`src/rtl/softmax_exp_sequencer.sv`:
```
// Softmax row sequencer: buffers N_ELEM scores and tracks their max. It streams (x - max) through a
// shared 3-cycle exp unit, collects clamped results with their sum, then replays them to the normaliser.
module softmax_exp_sequencer #(
   parameter int unsigned BIT_WIDTH = 16,
   parameter int unsigned N_ELEM    = 32,
   parameter int unsigned IDX_WIDTH = 5,
   parameter int unsigned SUM_WIDTH = 21
) (
   input  logic                 i_clk,
   input  logic                 i_rst,
   input  logic                 i_in_valid,
   output logic                 o_in_ready,
   input  logic [BIT_WIDTH-1:0] i_in_data,
   output logic                 o_exp_valid,
   output logic [BIT_WIDTH-1:0] o_exp_data,
   input  logic                 i_exp_valid,
   input  logic [BIT_WIDTH-1:0] i_exp_data,
   output logic                 o_out_valid,
   input  logic                 i_out_ready,
   output logic [BIT_WIDTH-1:0] o_out_data,
   output logic [IDX_WIDTH-1:0] o_out_idx,
   output logic                 o_out_last,
   output logic [SUM_WIDTH-1:0] o_sum,
   output logic                 o_busy,
   output logic                 o_done,
   output logic                 o_err
);

   typedef enum logic [2:0] {StIdle, StLoad, StIssue, StDrain, StOutput} state_e;

   localparam logic [IDX_WIDTH-1:0] LastIdx = IDX_WIDTH'(N_ELEM - 1);
   localparam logic [IDX_WIDTH:0]   RspFull = (IDX_WIDTH + 1)'(N_ELEM);

   state_e               state_q, state_d;
   logic [IDX_WIDTH-1:0] wr_cnt_q, wr_cnt_d;
   logic [IDX_WIDTH-1:0] iss_cnt_q, iss_cnt_d;
   logic [IDX_WIDTH-1:0] rd_cnt_q, rd_cnt_d;
   logic [IDX_WIDTH:0]   rsp_cnt_q, rsp_cnt_d;
   logic [BIT_WIDTH-1:0] max_q, max_d;
   logic [SUM_WIDTH-1:0] sum_q, sum_d;
   logic                 done_q, done_d;
   logic                 err_q, err_d;

   logic [BIT_WIDTH-1:0] in_buf  [N_ELEM];
   logic [BIT_WIDTH-1:0] exp_buf [N_ELEM];

   logic                 in_hs, out_hs, rsp_take, rsp_stray;
   logic [BIT_WIDTH-1:0] cur, exp_clamp, exp_sat;
   logic [BIT_WIDTH:0]   diff;

   assign in_hs  = o_in_ready & i_in_valid;
   assign out_hs = o_out_valid & i_out_ready;

   // Results are only legal while a row is in flight and not all N have arrived yet.
   assign rsp_take  = i_exp_valid & ((state_q == StIssue) | (state_q == StDrain)) &
                      (rsp_cnt_q != RspFull);
   assign rsp_stray = i_exp_valid & ~rsp_take;
   assign exp_clamp = i_exp_data[BIT_WIDTH-1] ? '0 : i_exp_data;

   // Difference in one extra bit, then saturate back into BIT_WIDTH.
   assign cur  = in_buf[iss_cnt_q];
   assign diff = {cur[BIT_WIDTH-1], cur} - {max_q[BIT_WIDTH-1], max_q};

   always_comb begin
      exp_sat = diff[BIT_WIDTH-1:0];
      if (diff[BIT_WIDTH] != diff[BIT_WIDTH-1]) begin
         exp_sat = diff[BIT_WIDTH] ? {1'b1, {(BIT_WIDTH-1){1'b0}}} : {1'b0, {(BIT_WIDTH-1){1'b1}}};
      end
   end

   always_comb begin
      state_d   = state_q;
      wr_cnt_d  = wr_cnt_q;
      iss_cnt_d = iss_cnt_q;
      rd_cnt_d  = rd_cnt_q;
      rsp_cnt_d = rsp_cnt_q;
      max_d     = max_q;
      sum_d     = sum_q;
      done_d    = 1'b0;
      err_d     = err_q | rsp_stray;

      if (rsp_take) begin
         rsp_cnt_d = rsp_cnt_q + 1'b1;
         sum_d     = sum_q + SUM_WIDTH'(exp_clamp);
      end

      unique case (state_q)
         StIdle: begin
            if (in_hs) begin
               max_d    = i_in_data;
               wr_cnt_d = wr_cnt_q + 1'b1;
               state_d  = StLoad;
            end
         end
         StLoad: begin
            if (in_hs) begin
               if ($signed(i_in_data) > $signed(max_q)) max_d = i_in_data;
               wr_cnt_d = wr_cnt_q + 1'b1;
               if (wr_cnt_q == LastIdx) state_d = StIssue;
            end
         end
         StIssue: begin
            iss_cnt_d = iss_cnt_q + 1'b1;
            if (iss_cnt_q == LastIdx) state_d = StDrain;
         end
         StDrain: begin
            if (rsp_cnt_q == RspFull) state_d = StOutput;
         end
         StOutput: begin
            if (out_hs) begin
               rd_cnt_d = rd_cnt_q + 1'b1;
               if (rd_cnt_q == LastIdx) begin
                  state_d   = StIdle;
                  done_d    = 1'b1;
                  sum_d     = '0;
                  rsp_cnt_d = '0;
               end
            end
         end
         default: state_d = StIdle;
      endcase
   end

   always_ff @(posedge i_clk) begin
      if (i_rst) begin
         state_q   <= StIdle;
         wr_cnt_q  <= '0;
         iss_cnt_q <= '0;
         rd_cnt_q  <= '0;
         rsp_cnt_q <= '0;
         max_q     <= '0;
         sum_q     <= '0;
         done_q    <= 1'b0;
         err_q     <= 1'b0;
      end else begin
         state_q   <= state_d;
         wr_cnt_q  <= wr_cnt_d;
         iss_cnt_q <= iss_cnt_d;
         rd_cnt_q  <= rd_cnt_d;
         rsp_cnt_q <= rsp_cnt_d;
         max_q     <= max_d;
         sum_q     <= sum_d;
         done_q    <= done_d;
         err_q     <= err_d;
      end
   end

   // Data buffers carry no reset; every entry is rewritten before it is read.
   always_ff @(posedge i_clk) begin
      if (in_hs) in_buf[wr_cnt_q] <= i_in_data;
      if (rsp_take) exp_buf[rsp_cnt_q[IDX_WIDTH-1:0]] <= exp_clamp;
   end

   assign o_in_ready  = (state_q == StIdle) | (state_q == StLoad);
   assign o_exp_valid = (state_q == StIssue);
   assign o_exp_data  = o_exp_valid ? exp_sat : '0;
   assign o_out_valid = (state_q == StOutput);
   assign o_out_data  = o_out_valid ? exp_buf[rd_cnt_q] : '0;
   assign o_out_idx   = rd_cnt_q;
   assign o_out_last  = o_out_valid & (rd_cnt_q == LastIdx);
   assign o_sum       = sum_q;
   assign o_busy      = (state_q != StIdle);
   assign o_done      = done_q;
   assign o_err       = err_q;

endmodule

```
`config.mk`:
```
export PLATFORM = sky130hd
export DESIGN_NAME = softmax_exp_sequencer
export DESIGN_NICKNAME = d
export VERILOG_FILES = /design/src/rtl/softmax_exp_sequencer.sv
export SDC_FILE = /design/constraint.sdc
export NUM_CORES = 1
export LEC_CHECK = 0
export ABC_AREA = 0
export CORE_ASPECT_RATIO = 1.2
export CORE_UTILIZATION = 56
export DETAILED_ROUTE_END_ITERATION = 12
export PLACE_DENSITY = 0.72
export SLEW_MARGIN = 25
export SYNTH_ARGS = -nofsm -noshare
export SYNTH_HDL_FRONTEND = slang
export SYNTH_SLANG_ARGS = --single-unit
export TNS_END_PERCENT = 20
```
`constraint.sdc`:
```
create_clock -name i_clk -period 4.98 [get_ports i_clk]
set_clock_uncertainty 0.2 [all_clocks]
set_input_delay 0.747 -clock i_clk [delete_from_list [all_inputs] [get_ports i_clk]]
set_output_delay 0.747 -clock i_clk [all_outputs]
set_load 0.05 [all_outputs]
```
==> key figures, run 1 <==
Worst hold path
  – WHS Path Cells: 2
  – Worst Hold Launch: i_rst
  – Worst hold path type: in2reg

Run
  – Max Cap Violations: 0

Synthesis
  – Syn_area_per_cell: roughly 20 sq um
  – #FFs+latches synth: roughly 1100
  – Count of different cell masters after synthesis: 70
  – Mux cell area share after synthesis: 17.4%
  – Mapped Nets: ~2200
  – Post-synthesis xor/xnor area fraction: 0.712%
  – Synth area leader: edfxtp_1
  – Asr flop ratio synth: 0%
  – Compound-Gate Fraction of Synth Area: between 2 and 3%
  – Synth Flop Type: edfxtp_1
  – Post-Synth Simple-Gate Area: between 3 and 4%
  – Sequential area share after synthesis: 72.5%
  – Yosys Warn Count: 0
  – Top cells by count, synth: edfxtp_1, mux4_2, nor2_1
  – Number of synthesized flops with an enable pin: 992
  – Most numerous cell in the Yosys netlist: edfxtp_1
  – Adder-cell share of the synthesized area: ~1.9%
  – Cell area after synthesis: between 40000 and 50000 sq um
  – Largest family of logic cells by synthesized area: multiplexers
  – Top-area cell type share of the netlist area: just under 70%
  – Mapped Cells: between 2000 and 2500
  – Dominant cells by area after synthesis: edfxtp_1, mux4_2, dfxtp_1, ha_1, nor2_1

Die
  – Die X: around 260 microns
  – Standard-cell rows: roughly 110
  – Die H: a little over 300 microns
  – DIE AREA: between 70000 and 80000 sq um
  – Total core area: 76200 sq um
  – I/O pin count: slightly above 100
  – Initial Utilization: between 50% and 60%

Global route
  – GRT Total Usage: 27.4%
  – GR Overflow Total: 0
  – First-pass GRT wire length: 151 mm
  – Initial antenna violation count: 4
  – Largest net degree at the start of global routing: 57
  – Vias in the first global route: 22900

Critical path
  – WP data arrival: 4.94 ns
  – Crit path max fanout: 8
  – CP Launch Type: flop
  – Setup crit end kind: output pin
  – RR Startpoint: state_q[0]$_SDFFE_PP0P_
  – CP Class: reg2out
  – Req. time, crit path: ~4 ns
  – Depth of the most critical reg-to-reg path: 8

Clocking
  – Total clock sinks: ~1100
  – CTS clk-pin slew, worst paths: around 0.060 ns
  – Clock Latency Late Sink: about 0.67 ns
  – Max Buffers Root-to-Sink: 3
  – CTS tree: built
  – Hold Buf Count CTS: 0
  – H-tree lvl count: 3
  – CTS root buf: clkbuf_16
  – TritonCTS Buffers: ~100

Final layout
  – Antenna Cells: 0
  – P&R area growth vs syn: 17.8%
  – Layout cells sized above 1: approximately 31%
  – Area of the multi-input gates: roughly 12000 sq um
  – Number of fill cells: between 4000 and 5000
  – Final std cells w/o fill: about 3600
  – Storage element area: around 31000 sq um
  – Final #Nets: 2553

Timing
  – Final setup vio count: 16
  – Unrepaired setup endpoints after global routing: yes
  – Max-slew headroom at the worst pin: 38.8%
  – WHS: around 0.25 ns
  – Final hold viol count: 0
  – Max Slew Vio Count: 0
  – Worst-Margin Slew: around 0.9 ns
  – Min cycle time layout: 5.89 ns
  – Fin crit share: 118%
  – Max Freq: roughly 170 MHz
  – Setup TNS: -13.98 ns
  – Final worst slack: -0.909 ns

Power and ir drop
  – Worst VDD drop: about 0.00036 V
  – Psw: just over 4 mW
  – Int Power: ~15 mW
  – PwrDens: roughly 370 nW/um^2
  – Logic pwr share: approximately 7%
  – Clk pwr share: about 41%
  – Switching Share: between 20% and 30%
  – Leak pwr: approximately 16 nW
  – Flop pwr share: about half

Placement
  – Worst slack, placed: -0.473 ns
  – Dpl cells: approximately 3400
  – Final GP Congestion: roughly 0.9
  – Detailed Place HPWL: between 60 and 70 mm
  – # port buffers: 100

Route
  – Routed via count: around 22000
  – Wire per inst: 29.3 microns
  – DRT antenna net count: 0
  – Vias per cell: slightly above 6
  – Drt total wl: roughly 100 mm
  – 1st-iter DRT viols: 2067
  – Pre-antenna DRT Iters: 6
  – Post-route DRC violation count: 0

Run status
  – Failing checks: setup timing
  – Status: finished, violations left
sequential cells by signal (all words and copies together), names as in the netlist, named ones only:
register   flops
o_sum         21
rsp_cnt_q      6
o_out_idx      5
iss_cnt_q      5
wr_cnt_q       5
state_q        3
o_err          1
o_done         1
in_buf       512
exp_buf      480
max_q         16
cells by family (layout without fill, tap and decap cells):
| family | Yosys count | in the layout |
|---|---|---|
| buffers and inverters | 139 | 534 |
| AOI/OAI and AO/OA | 151 | 151 |
| and+or+nand+nor | 330 | 330 |
| other | 1 | 1 |
| xor gates and xnor gates | 35 | 35 |
| DFF | 1065 | 1065 |
| muxes | 359 | 359 |
| adders and majority gates | 63 | 63 |
area by class of cell:
| class | count | share of cell area [%] |
|---|---|---|
| Clock buffer | 119 | 5.24 |
| Inverter | 40 | 0.296 |
| Multi-Input combinational cell | 939 | 22.7 |
| Tap cell | 1017 | 2.51 |
| Sequential cell | 1065 | 61.6 |
| Timing Repair Buffer | 306 | 6.21 |
| Clock inverter | 69 | 1.37 |
power by group through the flow:
stage / Sequential [mW] / Clock [mW] / Combinational (mW)
detailed placement: 10.0 / 0 / 1.25
global placement: 10.0 / 0 / 1.22
floorplan: 10.0 / 0 / 0.712
finish: 9.85 / 7.78 / 1.34
global route: 9.85 / 8.19 / 1.42
CTS: 9.85 / 7.87 / 1.31
through the flow:
stage | utilization [%] | instance area, sq um | total power [mW]
final | 66.5 | 50700 | 19.0
after global routing | 66.5 | 50700 | 19.5
after CTS | 66.4 | 50600 | 19.0
after detailed placement | 61.6 | 46900 | 11.3
after global placement | 61.6 | 46900 | 11.3
after floorplan | - | 43400 | 10.8
worst max-delay path, stage by stage, from the launching register on:
cell and delay [ns]:
dfxtp_4 0.38, buf_12 0.18, clkbuf_16 0.18, mux4_2 0.50, mux4_2 0.55, mux2_2 0.33
ha_4 0.23, nand4_1 0.22, nor2_1 0.07, or3_4 0.41, o41ai_4 0.27, o21ba_4 0.23
o31ai_4 0.08, buf_6 0.13, buf_12 0.12, a41o_2 0.25, buf_12 0.15
cell usage in the layout (no fill, tap or decap), types with 15 or more instances in the layout:
cell / n
edfxtp_1: 992
mux4_2: 310
buf_4: 170
nor2_1: 119
clkbuf_16: 108
clkdlybuf4s50_1: 83
dfxtp_1: 66
nand2_1: 59
ha_1: 54
a21oi_1: 45
inv_1: 38
nand2b_1: 35
mux2i_1: 34
buf_12: 34
o21ai_0: 23
clkinv_1: 22
xnor2_1: 21
clkinv_2: 21
nand3_1: 20
a21o_1: 15
clkbuf_1: 15
layer usage:
layer	track usage, %	share of wire [%]	wire length, microns	vias to the layer above
li1	-	-	-	9405
met1	33.6	36	37300	11400
met2	46.9	52	53900	957
met3	5.14	7.4	7690	244
met4	13.0	5.2	5370	8
met5	0	0.043	45	-
worst paths after layout:
kind | endpoint | slack (ns)
worst max-delay path | o_exp_data[13] | -0.91
worst min-delay path | o_out_idx[0]$_SDFFE_PP0P_ | 0.25
worst max register to register | o_sum[11]$_SDFF_PP0_ | 1.77
worst min register to register | max_q[1]$_SDFFE_PP0P_ | 0.27
repair_timing:
item	in CTS	in global routing
setup endpoints to repair	16	16
gates cloned	4	4
gates resized for setup	22	6
pin swaps	9	2
setup buffers	8	0
No activity file was read; power rests on OpenSTA's default activity.
==> inputs of run 2 (changes only) <==
--- a/config.mk
+++ b/config.mk
@@ -5,11 +5,11 @@
 export SDC_FILE = /design/constraint.sdc
 export NUM_CORES = 1
 export LEC_CHECK = 0
-export ABC_AREA = 0
+export ABC_AREA = 1
 export CORE_ASPECT_RATIO = 1.2
-export CORE_UTILIZATION = 56
+export CORE_UTILIZATION = 60
 export DETAILED_ROUTE_END_ITERATION = 12
-export PLACE_DENSITY = 0.72
+export PLACE_DENSITY = 0.73
 export SLEW_MARGIN = 25
 export SYNTH_ARGS = -nofsm -noshare
 export SYNTH_HDL_FRONTEND = slang
==> constraint.sdc (replaced) <==
create_clock -name i_clk -period 6.35 [get_ports i_clk]
set_clock_uncertainty 0.2 [all_clocks]
set_input_delay 0.9525 -clock i_clk [delete_from_list [all_inputs] [get_ports i_clk]]
set_output_delay 0.9525 -clock i_clk [all_outputs]
set_load 0.05 [all_outputs]
==> run 2 against run 1 <==
The run now ends clean. Global-route usage is 5.4 points higher. Highest routed layer unchanged. Largest power group unchanged. Sequential power is 19% lower. Non-clock buffer count shrank 73. Clock power decreased by 20%. Sequential cell count did not move. Critical path depth unchanged. Worst hold slack better by 0.037 ns. Sequential share of layout area rose by 0.69 points. Wire length increased by 18%. Count of clock-buffer cells in the layout grew 4. Final area fell by 1.1%.
==> key figures, run 2 <==
Route
  – DRT antenna net count: 0 (unchanged)
  – Vias per cell: 6.48 (was 6.20)
  – Routed via count: 30700 (was 22000)
  – Wire per inst: 25.9 microns (was 29.3 microns)
  – Drt total wl: 123 mm (was 104 mm)
  – Post-route DRC violation count: 0 (unchanged)
  – Pre-antenna DRT Iters: 5 (was 6)
  – 1st-iter DRT viols: 3442 (was 2067)

Timing
  – Min cycle time layout: approximately 6 ns
  – Worst-Margin Slew: 1.02 ns (was 0.918 ns)
  – WHS: 0.285 ns (was 0.249 ns)
  – Unrepaired setup endpoints after global routing: no (was yes)
  – Fin crit share: a little over nine tenths
  – Setup TNS: 0 ns (was -13.98 ns)
  – Final hold viol count: 0 (unchanged)
  – Max Slew Vio Count: 0 (unchanged)
  – Final setup vio count: 0 (was 16)
  – Max-slew headroom at the worst pin: 32.2% (was 38.8%)
  – Max Freq: 166 MHz

Critical path
  – Critical Path End: o_exp_data[1] (was o_exp_data[13])
  – WP data arrival: 4.87 ns (was 4.94 ns)
  – Crit Reg-Reg Endpoint: in_buf[21][6]$_DFFE_PP_ (was o_sum[11]$_SDFF_PP0_)
  – Depth of the most critical reg-to-reg path: 6 (was 8)
  – Cell family with the largest share of critical-path delay: compound AO/OA/AOI/OAI gates (was multiplexers)
  – Levels on crit path: 16 (unchanged)
  – Worst path most repeated cell: nand2_1 (was buf_12)
  – RR Startpoint: state_q[2]$_SDFFE_PP0P_ (was state_q[0]$_SDFFE_PP0P_)
  – Crit path max fanout: 126 (was 8)
  – CP Launch Type: flop (unchanged)
  – Critical path's slowest cell: a22oi_1 (was mux4_2)
  – Setup crit end kind: output pin (unchanged)
  – FF-to-FF setup slack: 3.05 ns (was 1.77 ns)
  – Slowest stage delay, CP: 0.70 ns (was 0.55 ns)
  – CP cell instances: buf_12 -> o21ai_0 -> o221ai_1 -> nand3_1 -> a22oi_1 -> ha_1 -> nand2_1 -> nor2_1 -> a21oi_1 -> nand2_1 -> nand2_2 -> nand2_4 -> a21oi_4 -> nand2_1 -> inv_1 -> buf_12 (was buf_12 -> clkbuf_16 -> mux4_2 -> mux4_2 -> mux2_2 -> ha_4 -> nand4_1 -> nor2_1 -> or3_4 -> o41ai_4 -> o21ba_4 -> o31ai_4 -> buf_6 -> buf_12 -> a41o_2 -> buf_12)
  – Req. time, crit path: 5.20 ns (was 4.03 ns)
  – CP Class: reg2out (unchanged)
  – CP bufs+invs: 3 (was 5)

Die
  – Initial Utilization: 60.9% (was 56.5%)
  – Die H: 299 microns (was 306 microns)
  – Total core area: 72600 sq um (was 76200 sq um)
  – I/O pin count: 102 (unchanged)
  – Standard-cell rows: 108 (was 111)
  – Die X: 250 microns (was 255 microns)
  – DIE AREA: 74800 sq um (was 78000 sq um)

Final layout
  – Layout cells sized above 1: 9.89% (was 31.0%)
  – P&R area growth vs syn: 13.5% (was 17.8%)
  – Layout Utilization: 69.1% (was 66.5%)
  – Max reg flops: 512 (unchanged)
  – Area of the multi-input gates: 11400 sq um (was 11500 sq um)
  – Leading cell type in the layout, fill and taps excluded: edfxtp_1 (unchanged)
  – Final #Nets: 3830 (was 2553)
  – Most frequent cells in the layout: edfxtp_1, nor2_1, o21ai_0 (was edfxtp_1, mux4_2, buf_4)
  – Number of fill cells: 4918 (was 4823)
  – Storage element area: 31300 sq um (about the same)
  – Largest Register: in_buf (unchanged)

Synthesis
  – Count of different cell masters after synthesis: 50 (was 70)
  – Top-area cell type share of the netlist area: 67.4% (was 69.1%)
  – Number of synthesized flops with an enable pin: 992 (unchanged)
  – Asr flop ratio synth: 0% (unchanged)
  – Synth Flop Type: edfxtp_1 (unchanged)
  – Syn_area_per_cell: 12.2 sq um (was 20.1 sq um)
  – Most numerous cell in the Yosys netlist: edfxtp_1 (unchanged)
  – Cell area after synthesis: 44200 sq um (was 43100 sq um)
  – #FFs+latches synth: 1065 (unchanged)
  – Mapped Nets: 3728 (was 2243)
  – Dominant cells by area after synthesis: edfxtp_1, o21ai_0, nor2_1, o221ai_1, dfxtp_1 (was edfxtp_1, mux4_2, dfxtp_1, ha_1, nor2_1)
  – Sequential area share after synthesis: 70.7% (was 72.5%)
  – Synth area leader: edfxtp_1 (unchanged)
  – Yosys Warn Count: 0 (unchanged)
  – Mapped Cells: 3628 (was 2143)
  – Top cells by count, synth: edfxtp_1, nor2_1, o21ai_0 (was edfxtp_1, mux4_2, nor2_1)

Global route
  – Largest net degree at the start of global routing: 149 (was 57)
  – Initial antenna violation count: 3 (was 4)
  – Vias in the first global route: 30500 (was 22900)
  – GRT Total Usage: 32.8% (was 27.4%)
  – GR Overflow Total: 0 (unchanged)
  – First-pass GRT wire length: 184 mm (was 151 mm)

Clocking
  – CTS clk-pin slew, worst paths: 0.07 ns (was 0.06 ns)
  – CTS tree: built (unchanged)
  – Max Buffers Root-to-Sink: 3 (unchanged)
  – H-tree lvl count: 3 (unchanged)
  – CTS root buf: clkbuf_16 (unchanged)
  – Hold Buf Count CTS: 0 (unchanged)
  – TritonCTS Buffers: 99 (was 101)
  – PostCTS Resize Cnt: 0 (was 22)
  – Clock Latency Late Sink: 0.66 ns (was 0.67 ns)
  – Post-CTS Setup Bufs: 0 (was 8)
  – Total clock sinks: 1065 (unchanged)

Power and ir drop
  – Clk pwr share: 32.4% (was 41.0%)
  – Worst VDD drop: 0.000378 V (was 0.000357 V)
  – Flop pwr share: 41.1% (was 51.9%)
  – Psw: 6.27 mW (was 4.07 mW)
  – Int Power: 13.1 mW (was 14.9 mW)
  – Logic pwr share: 26.5% (was 7.1%)
  – PwrDens: 385 nW/um^2 (was 374 nW/um^2)
  – Switching Share: 32.4% (was 21.5%)
  – Leak pwr: 17.1 nW (was 15.8 nW)

Run
  – Max Cap Violations: 0 (unchanged)

Placement
  – Final GP Congestion: 0.941 (was 0.885)
  – # port buffers: 100 (unchanged)
  – Detailed Place HPWL: 74.1 mm (was 65.2 mm)

Run status
  – Status: completed (was finished, violations left)

Worst hold path
  – Worst hold path type: reg2reg (was in2reg)
## run 2: cell count changes after synthesis, moves of 38 or more
cell and delta:
nor2_1 +600, o21ai_0 +533, mux4_2 -310, o221ai_1 +183, nand2_1 +131, nand3_1 +122
inv_1 +107, clkbuf_1 +73, o22ai_1 +64, buf_2 +52, a21oi_1 +38
## run 2: area by class of cell
class,instances,share of cell area [%]
diodes,1,0.00499
clock buffers,123,5.45
clock inverters,59,1.41
inverters,158,1.23
multi-input cells,2173,22.7
flip-flops and latches,1065,62.3
well taps,935,2.33
repair buffers,233,4.54
## run 2: cell families (layout without fill, tap and decap cells)
| logic type | after synthesis | after routing | synth area share, % |
|---|---|---|---|
| AND/OR/NAND/NOR | 1121 | 1121 | 10.4 |
| XOR/XNOR | 18 | 18 | 0.357 |
| buffers and inverters | 390 | 573 | 3.70 |
| flip-flops | 1065 | 1065 | 70.7 |
| other | 1 | 2 | 0.00848 |
| adder cells (fa/ha/maj) | 63 | 63 | 1.82 |
| AO/OA/AOI/OAI | 970 | 970 | 13.0 |
## run 2: worst min-delay path by stage
stage	startpoint	end	slack [ns]	cells after the start
CTS	max_q[6]$_SDFFE_PP0P_	max_q[6]$_SDFFE_PP0P_	0.29	2
finish	o_out_idx[2]$_SDFFE_PP0P_	flop	0.29	2
detailed placement	max_q[6]$_SDFFE_PP0P_	max_q[6]$_SDFFE_PP0P_	0.27	2
floorplan	max_q[10]$_SDFFE_PP0P_	max_q[10]$_SDFFE_PP0P_	0.25	2
global placement	max_q[6]$_SDFFE_PP0P_	max_q[6]$_SDFFE_PP0P_	0.26	2
global route	o_out_idx[2]$_SDFFE_PP0P_	flop	0.32	2
## run 2: power groups by stage
stage          Clock (mW)  Sequential (mW)  Combinational (mW)
6_report             6.26             7.95                5.12
5_1_grt              6.55             7.96                5.48
4_1_cts              6.30             7.94                5.07
3_5_place_dp            0             8.09                5.03
3_3_place_gp            0             8.08                4.93
2_1_floorplan           0             8.11                3.32
## run 2: tightest hold or removal path, delay by kind of cell (launching register included)
family                 cells  cell delay, ns
AO/OA/AOI/OAI              1            0.06
flip-flops                 1            0.33
buffers and inverters      1            0.06
## run 2: stage by stage
| step | worst slack (ns) | area (sq um) | instances | power (mW) |
|---|---|---|---|---|
| floorplan | 1.96 | 44200 | 3628 | 11.4 |
| detailed placement | 0.832 | 46700 | 4564 | 13.1 |
| finish | 0.328 | 50200 | 4747 | 19.3 |
| global placement | 0.900 | 46700 | 4564 | 13.0 |
| global route | 0.0535 | 50200 | 4746 | 20.0 |
| CTS | 0.134 | 50200 | 4746 | 19.3 |
## run 2: layer usage
metal  global-route usage [%]  share of wire [%]
met3                     5.47                9.4
met5                        0              0.019
met2                     55.3                 49
met4                     21.5                6.8
met1                     39.0                 35
